### src/rtl/sap_control_sequencer.sv
// -----------------------------------------------------------------------------
// sap_control_sequencer
//
// Microcode sequencer for the SAP-1 datapath. A micro-step counter (T0..T5)
// and an opcode decoder generate the control word for the program counter,
// MAR, RAM, instruction register, A/B registers, ALU and output register.
// Each instruction is fetched in T0/T1 and executed in T2 onward, with a
// variable number of execute steps per opcode. The sequencer also holds the
// carry/zero flags latched from the ALU, and a sticky halt flag set by HLT.
//
// Optional feature macro: SAP_JUMP_EN
//   defined   : opcodes 6 (JMP), 7 (JC), 8 (JZ) load the PC from the IR.
//   undefined : opcodes 6..8 decode as NOP and pc_load is tied to 0.
//
// Ports
//   clk        in   system clock, all state changes on the rising edge
//   reset      in   asynchronous active-high reset (step, flags, halt)
//   run        in   step enable; advance only when run=1 and halted=0
//   opcode[3:0]in   upper nibble of the IR, valid from T2
//   alu_c      in   live ALU carry
//   alu_z      in   live ALU zero
//   pc_out, pc_inc, pc_load, mar_in, ram_out, ram_write, ir_in, ir_out,
//   a_in, a_out, b_in, alu_out, alu_sub, out_in
//              out  control word (combinational decode of step/opcode/flags)
//   flag_c     out  latched carry flag
//   flag_z     out  latched zero flag
//   halted     out  HLT has executed (cleared only by reset)
//   step[2:0]  out  current micro-step, 0..5
// -----------------------------------------------------------------------------
module sap_control_sequencer (
  input  logic       clk,
  input  logic       reset,
  input  logic       run,
  input  logic [3:0] opcode,
  input  logic       alu_c,
  input  logic       alu_z,
  output logic       pc_out,
  output logic       pc_inc,
  output logic       pc_load,
  output logic       mar_in,
  output logic       ram_out,
  output logic       ram_write,
  output logic       ir_in,
  output logic       ir_out,
  output logic       a_in,
  output logic       a_out,
  output logic       b_in,
  output logic       alu_out,
  output logic       alu_sub,
  output logic       out_in,
  output logic       flag_c,
  output logic       flag_z,
  output logic       halted,
  output logic [2:0] step
);

  // Micro-step state. T5 is reserved and only ever reached by a fault; it
  // falls straight back to T0.
  typedef enum logic [2:0] {
    T0 = 3'd0,
    T1 = 3'd1,
    T2 = 3'd2,
    T3 = 3'd3,
    T4 = 3'd4,
    T5 = 3'd5
  } step_t;

  // Decoded instruction class.
  typedef enum logic [3:0] {
    I_NOP,
    I_LDA,
    I_ADD,
    I_SUB,
    I_STA,
    I_LDI,
    I_JMP,
    I_JC,
    I_JZ,
    I_OUT,
    I_HLT
  } instr_t;

  step_t  step_q, step_d;
  logic   flag_c_q, flag_c_d;
  logic   flag_z_q, flag_z_d;
  logic   halted_q, halted_d;
  instr_t instr;
  logic   advance;

`ifdef SAP_JUMP_EN
  logic   pc_load_c;
`endif

  // ---------------------------------------------------------------------------
  // Opcode decode. Unused opcodes (and the jumps when jumps are disabled)
  // collapse to NOP so that every opcode has a defined 3-cycle behaviour.
  // ---------------------------------------------------------------------------
  always_comb begin
    instr = I_NOP;
    unique case (opcode)
      4'h1:    instr = I_LDA;
      4'h2:    instr = I_ADD;
      4'h3:    instr = I_SUB;
      4'h4:    instr = I_STA;
      4'h5:    instr = I_LDI;
`ifdef SAP_JUMP_EN
      4'h6:    instr = I_JMP;
      4'h7:    instr = I_JC;
      4'h8:    instr = I_JZ;
`endif
      4'hE:    instr = I_OUT;
      4'hF:    instr = I_HLT;
      default: instr = I_NOP;
    endcase
  end

  // The control word is live only while the machine actually steps; reset,
  // pause and halt all blank it so no consumer acts on a held step.
  assign advance = run & ~halted_q & ~reset;

  // ---------------------------------------------------------------------------
  // State register
  // ---------------------------------------------------------------------------
  always_ff @(posedge clk or posedge reset) begin
    if (reset) begin
      step_q   <= T0;
      flag_c_q <= 1'b0;
      flag_z_q <= 1'b0;
      halted_q <= 1'b0;
    end else begin
      step_q   <= step_d;
      flag_c_q <= flag_c_d;
      flag_z_q <= flag_z_d;
      halted_q <= halted_d;
    end
  end

  // ---------------------------------------------------------------------------
  // Next-step and control-word decode
  // ---------------------------------------------------------------------------
  always_comb begin
    step_d    = step_q;
    flag_c_d  = flag_c_q;
    flag_z_d  = flag_z_q;
    halted_d  = halted_q;
    pc_out    = 1'b0;
    pc_inc    = 1'b0;
    mar_in    = 1'b0;
    ram_out   = 1'b0;
    ram_write = 1'b0;
    ir_in     = 1'b0;
    ir_out    = 1'b0;
    a_in      = 1'b0;
    a_out     = 1'b0;
    b_in      = 1'b0;
    alu_out   = 1'b0;
    alu_sub   = 1'b0;
    out_in    = 1'b0;
`ifdef SAP_JUMP_EN
    pc_load_c = 1'b0;
`endif

    if (advance) begin
      // Most steps end the instruction; the longer ones override below.
      step_d = T0;
      unique case (step_q)
        T0: begin
          pc_out = 1'b1;
          mar_in = 1'b1;
          step_d = T1;
        end

        T1: begin
          ram_out = 1'b1;
          ir_in   = 1'b1;
          pc_inc  = 1'b1;
          step_d  = T2;
        end

        T2: begin
          case (instr)
            I_LDA, I_ADD, I_SUB, I_STA: begin
              // Operand address from the IR low nibble into the MAR.
              ir_out = 1'b1;
              mar_in = 1'b1;
              step_d = T3;
            end
            I_LDI: begin
              ir_out = 1'b1;
              a_in   = 1'b1;
            end
            I_OUT: begin
              a_out  = 1'b1;
              out_in = 1'b1;
            end
            I_HLT: begin
              halted_d = 1'b1;
            end
`ifdef SAP_JUMP_EN
            // Conditions use the registered flags, never the live ALU
            // outputs, so an untaken jump simply idles for one step.
            I_JMP: begin
              ir_out    = 1'b1;
              pc_load_c = 1'b1;
            end
            I_JC: begin
              ir_out    = flag_c_q;
              pc_load_c = flag_c_q;
            end
            I_JZ: begin
              ir_out    = flag_z_q;
              pc_load_c = flag_z_q;
            end
`endif
            default: begin
              // NOP: no outputs.
            end
          endcase
        end

        T3: begin
          case (instr)
            I_LDA: begin
              ram_out = 1'b1;
              a_in    = 1'b1;
            end
            I_ADD, I_SUB: begin
              ram_out = 1'b1;
              b_in    = 1'b1;
              step_d  = T4;
            end
            I_STA: begin
              a_out     = 1'b1;
              ram_write = 1'b1;
            end
            default: begin
              // Other instructions never reach T3.
            end
          endcase
        end

        T4: begin
          if (instr == I_ADD || instr == I_SUB) begin
            alu_out  = 1'b1;
            a_in     = 1'b1;
            alu_sub  = (instr == I_SUB);
            // Flags capture the ALU result on the same edge A takes it.
            flag_c_d = alu_c;
            flag_z_d = alu_z;
          end
        end

        default: begin
          // Reserved step: no outputs, recover to T0.
          step_d = T0;
        end
      endcase
    end
  end

`ifdef SAP_JUMP_EN
  assign pc_load = pc_load_c;
`else
  assign pc_load = 1'b0;
`endif

  assign flag_c = flag_c_q;
  assign flag_z = flag_z_q;
  assign halted = halted_q;
  assign step   = step_q;

endmodule

### config.mk
export PLATFORM = sky130hd
export DESIGN_NAME = sap_control_sequencer
export DESIGN_NICKNAME = d
export VERILOG_FILES = /design/src/rtl/sap_control_sequencer.sv
export SDC_FILE = /design/constraint.sdc
export NUM_CORES = 1
export LEC_CHECK = 0
export ABC_AREA = 1
export CORE_AREA = 2 2 39 41
export CTS_BUF_LIST = sky130_fd_sc_hd__clkbuf_8
export CTS_CLUSTER_DIAMETER = 50
export DETAILED_ROUTE_END_ITERATION = 12
export DIE_AREA = 0 0 41 43
export GPL_TIMING_DRIVEN = 0
export PLACE_DENSITY_LB_ADDON = 0.08
export SLEW_MARGIN = 40
export SYNTH_ARGS = -nofsm -noshare
export SYNTH_HDL_FRONTEND = slang
export SYNTH_SLANG_ARGS = --single-unit
### constraint.sdc
create_clock -name clk -period 2.4 [get_ports clk]
set_input_delay 0.48 -clock clk [delete_from_list [all_inputs] [get_ports clk]]
set_output_delay 0.48 -clock clk [all_outputs]
set_load 0.1 [all_outputs]
==> results.py <==
metrics = {
    "clock_network": {
        "cts_tree": "yes",
        "clk_pin_slew_ns": 0.03,
        "clkLatencyLatePin_ns": 0.22,
        "cts_max_path_buffers": 2,
        "cts_buffers": 3,
        "cts.sinks": 6,
        "root_buffer": "clkbuf_8",
        "htreeDepth": 1,
    },
    "synthesis": {
        "ys_seq_elements": 6,
        "synth.distinct_cells": 21,
        "ys_async_sr_fraction": 1.000,
        "yosysMostFrequentCell": "nand2_1",
        "synth_adder_area_share": 0,
        "synth_compound_area_frac": 0.05085,
        "synth_edf_count": 0,
        "synth_top_cells_by_count": "nand2_1 (23), inv_1 (16), nand3_1 (7), nor2_1 (7), dfrtp_1 (6)",
        "synth-warning-count": 0,
        "yosysTopAreaCell": "dfrtp_1",
        "synth-main-ff-cell": "dfrtp_1",
        "synth-seq-area-share": 0.2906,
        "synthSimpleGateAreaFrac": 0.4794,
        "syn_nets": 92,
        "synth_area_leaders": "dfrtp_1 (29%), nand2_1 (17%), inv_1 (12%)",
        "synth.area.mux_share": 0,
        "synth_top_family_by_area": "simple AND/OR/NAND/NOR gates",
        "netlist.area_leader.share": 0.2906,
        "netlist_area_um2": 516.7,
        "synthXorXnorAreaFrac": 0,
        "syn_avg_cell_area_um2": 6.226,
        "synthCells": 83,
    },
    "grt": {
        "use_met3": 0.03665,
        "grt_max_degree": 9,
        "use_met2": 0.2563,
        "grt_pass1_vias": 498,
        "grt.overflow.total": 0,
        "grt.total_usage": 0.1603,
        "grt_pass1_wl_um": 1904,
        "grt_antenna_before_repair": 0,
        "busiest_layer": "met2",
        "grt_use_met1": 0.1792,
    },
    "sta": {
        "hold_viol": 0,
        "hold_ws_ns": 0.4744,
        "post-route-period-util": 0.9740,
        "min_period_ns": 2.338,
        "finalSetupTns_ns": 0,
        "final-setup-viol-count": 0,
        "grt_setup_unrepaired": "yes",
        "max_freq_mhz": 427.8,
        "worst_clock_skew_ns": 0.005088,
        "finalMaxSlewViolations": 0,
    },
    "power": {
        "p_leak_nw": 0.4675,
        "ir_drop_v": 0.0002525,
        "p_per_area_nw_per_um2": 323.9,
    },
    "finish": {
        "fill_cells": 123,
        "regArea_um2": 160.2,
        "multiInputGateArea_um2": 327.8,
        "syn2layout_area_growth_pct": 76.76,
        "drive_above_1_share": 0.4696,
        "fin_cells": 131,
        "fin_nets": 125,
        "final_util": 0.6600,
        "antenna_cells": 0,
    },
    "detailed_routing": {
        "vias": 578,
        "drt-total-wl_um": 1232,
        "drt_pass1_iterations": 4,
        "ant_nets": 0,
        "vias_per_cell": 4.412,
        "wire_per_inst_um": 9.405,
        "drc": 0,
        "drtIter0Drc": 9,
    },
    "worst_hold_path": {
        "holdCritPathClass": "flip-flop to flip-flop",
    },
    "critical_path": {
        "crit_path_max_fanout": 4,
        "arrival_ns": 1.86,
        "crit_type": "input port to output pin",
        "startpoint_type": "input port",
        "r2r_slack_ns": 1.20,
        "end_kind": "output pin",
        "worst_ep_required_time_ns": 1.92,
    },
    "placed_design": {
        "gp_congestion": 0.7436,
        "port_buffers": 27,
        "dp_hpwl_um": 1004,
        "dp_cells": 126,
    },
    "die": {
        "rows": 14,
        "fp.dieW_um": 41,
        "initial_core_util": 0.3734,
        "coreArea_um2": 1384,
        "die_h_um": 43,
        "pin_count": 29,
        "design.die.area_um2": 1763,
    },
    "status": {
        "status": "completed",
    },
    "run": {
        "cap_violations": 0,
    },
}
cells in the final DEF, fill, tap and decap left out, types with 2 or more instances in the layout:
cell	count
clkbuf_8	3
nor2_2	4
nand3_1	7
clkdlybuf4s50_1	8
nand2_1	22
nor2_4	3
buf_6	6
buf_12	2
buf_2	6
dfrtp_2	2
clkbuf_4	2
inv_1	12
buf_4	7
nand2_2	4
dfrtp_4	2
dfrtp_1	2
nor2_1	5
inv_2	4
layout make-up:
class | count | area share
tap | 16 | 0.02192
clock buffer | 3 | 0.04521
clock inverter | 1 | 0.004110
multi-input combinational | 56 | 0.3589
sequential | 6 | 0.1753
buffer | 3 | 0.02877
timing repair buffer | 28 | 0.2836
inverter | 18 | 0.08219
worst max-delay path, stage by stage:
cell	delay (ns)
clkdlybuf4s50_1	0.55
inv_1	0.14
nor2_1	0.12
nand3_1	0.08
nand3_1	0.08
nand2_1	0.05
inv_1	0.05
clkbuf_4	0.31
report_power, final:
group	leakage [nW]	internal [W]	switching, W
logic	0.371	0.0000167	0.0000250
clock network	0.0269	0.000110	0.0000427
registers	0.0696	0.000102	0
total	0.467	0.000228	0.0000676
per-layer routing:
| metal | wire (µm) | part of all wire |
|---|---|---|
| met2 | 654 | 0.53 |
| met4 | 12 | 0.0097 |
| met1 | 493 | 0.40 |
| met3 | 72 | 0.058 |
| met5 | 0 | 0 |
sequential cells by signal (all words and copies together), names as in the netlist:
signal and cells:
step 3, halted 1, flag_z 1, flag_c 1
through the flow:
step	instance area [µm²]	total power, W	worst slack (ns)
final	913.4	0.0002958	0.06244
after global placement	868.3	0.0001425	-1.061
after detailed placement	773.2	0.0001428	-0.3645
after CTS	872.1	0.0002999	0.006509
after floorplan	578.1	0.0001243	0.01139
after global routing	913.4	0.0003110	-0.007509
timing repair:
item                       4_1_cts  5_1_grt
gates resized for setup         19       12
hold buffers                     0        0
gates cloned                     0        0
pin swaps                        0        0
setup endpoints to repair       13        9
setup buffers                    1        0
final timing paths:
check / from / endpoint / cells after the start
setup / recovery: opcode[0] / a_in / 8
max in group asynchronous: reset / halted$_DFFE_PP0P_ / 2
min in group asynchronous: reset / step[2]$_DFFE_PP0P_ / 2
setup reg to reg: step[1]$_DFFE_PP0P_ / flag_c$_DFFE_PP0P_ / 6
hold reg to reg: flag_c$_DFFE_PP0P_ / flag_c$_DFFE_PP0P_ / 2
hold / removal: flag_c$_DFFE_PP0P_ / flag_c$_DFFE_PP0P_ / 2
kinds of logic after synthesis:
| logic type | Yosys count |
|---|---|
| buffers and inverters | 21 |
| other | 1 |
| and+or+nand+nor | 50 |
| DFF | 6 |
| AOI/OAI and AO/OA | 5 |
No activity file was read; power rests on OpenSTA's default activity.
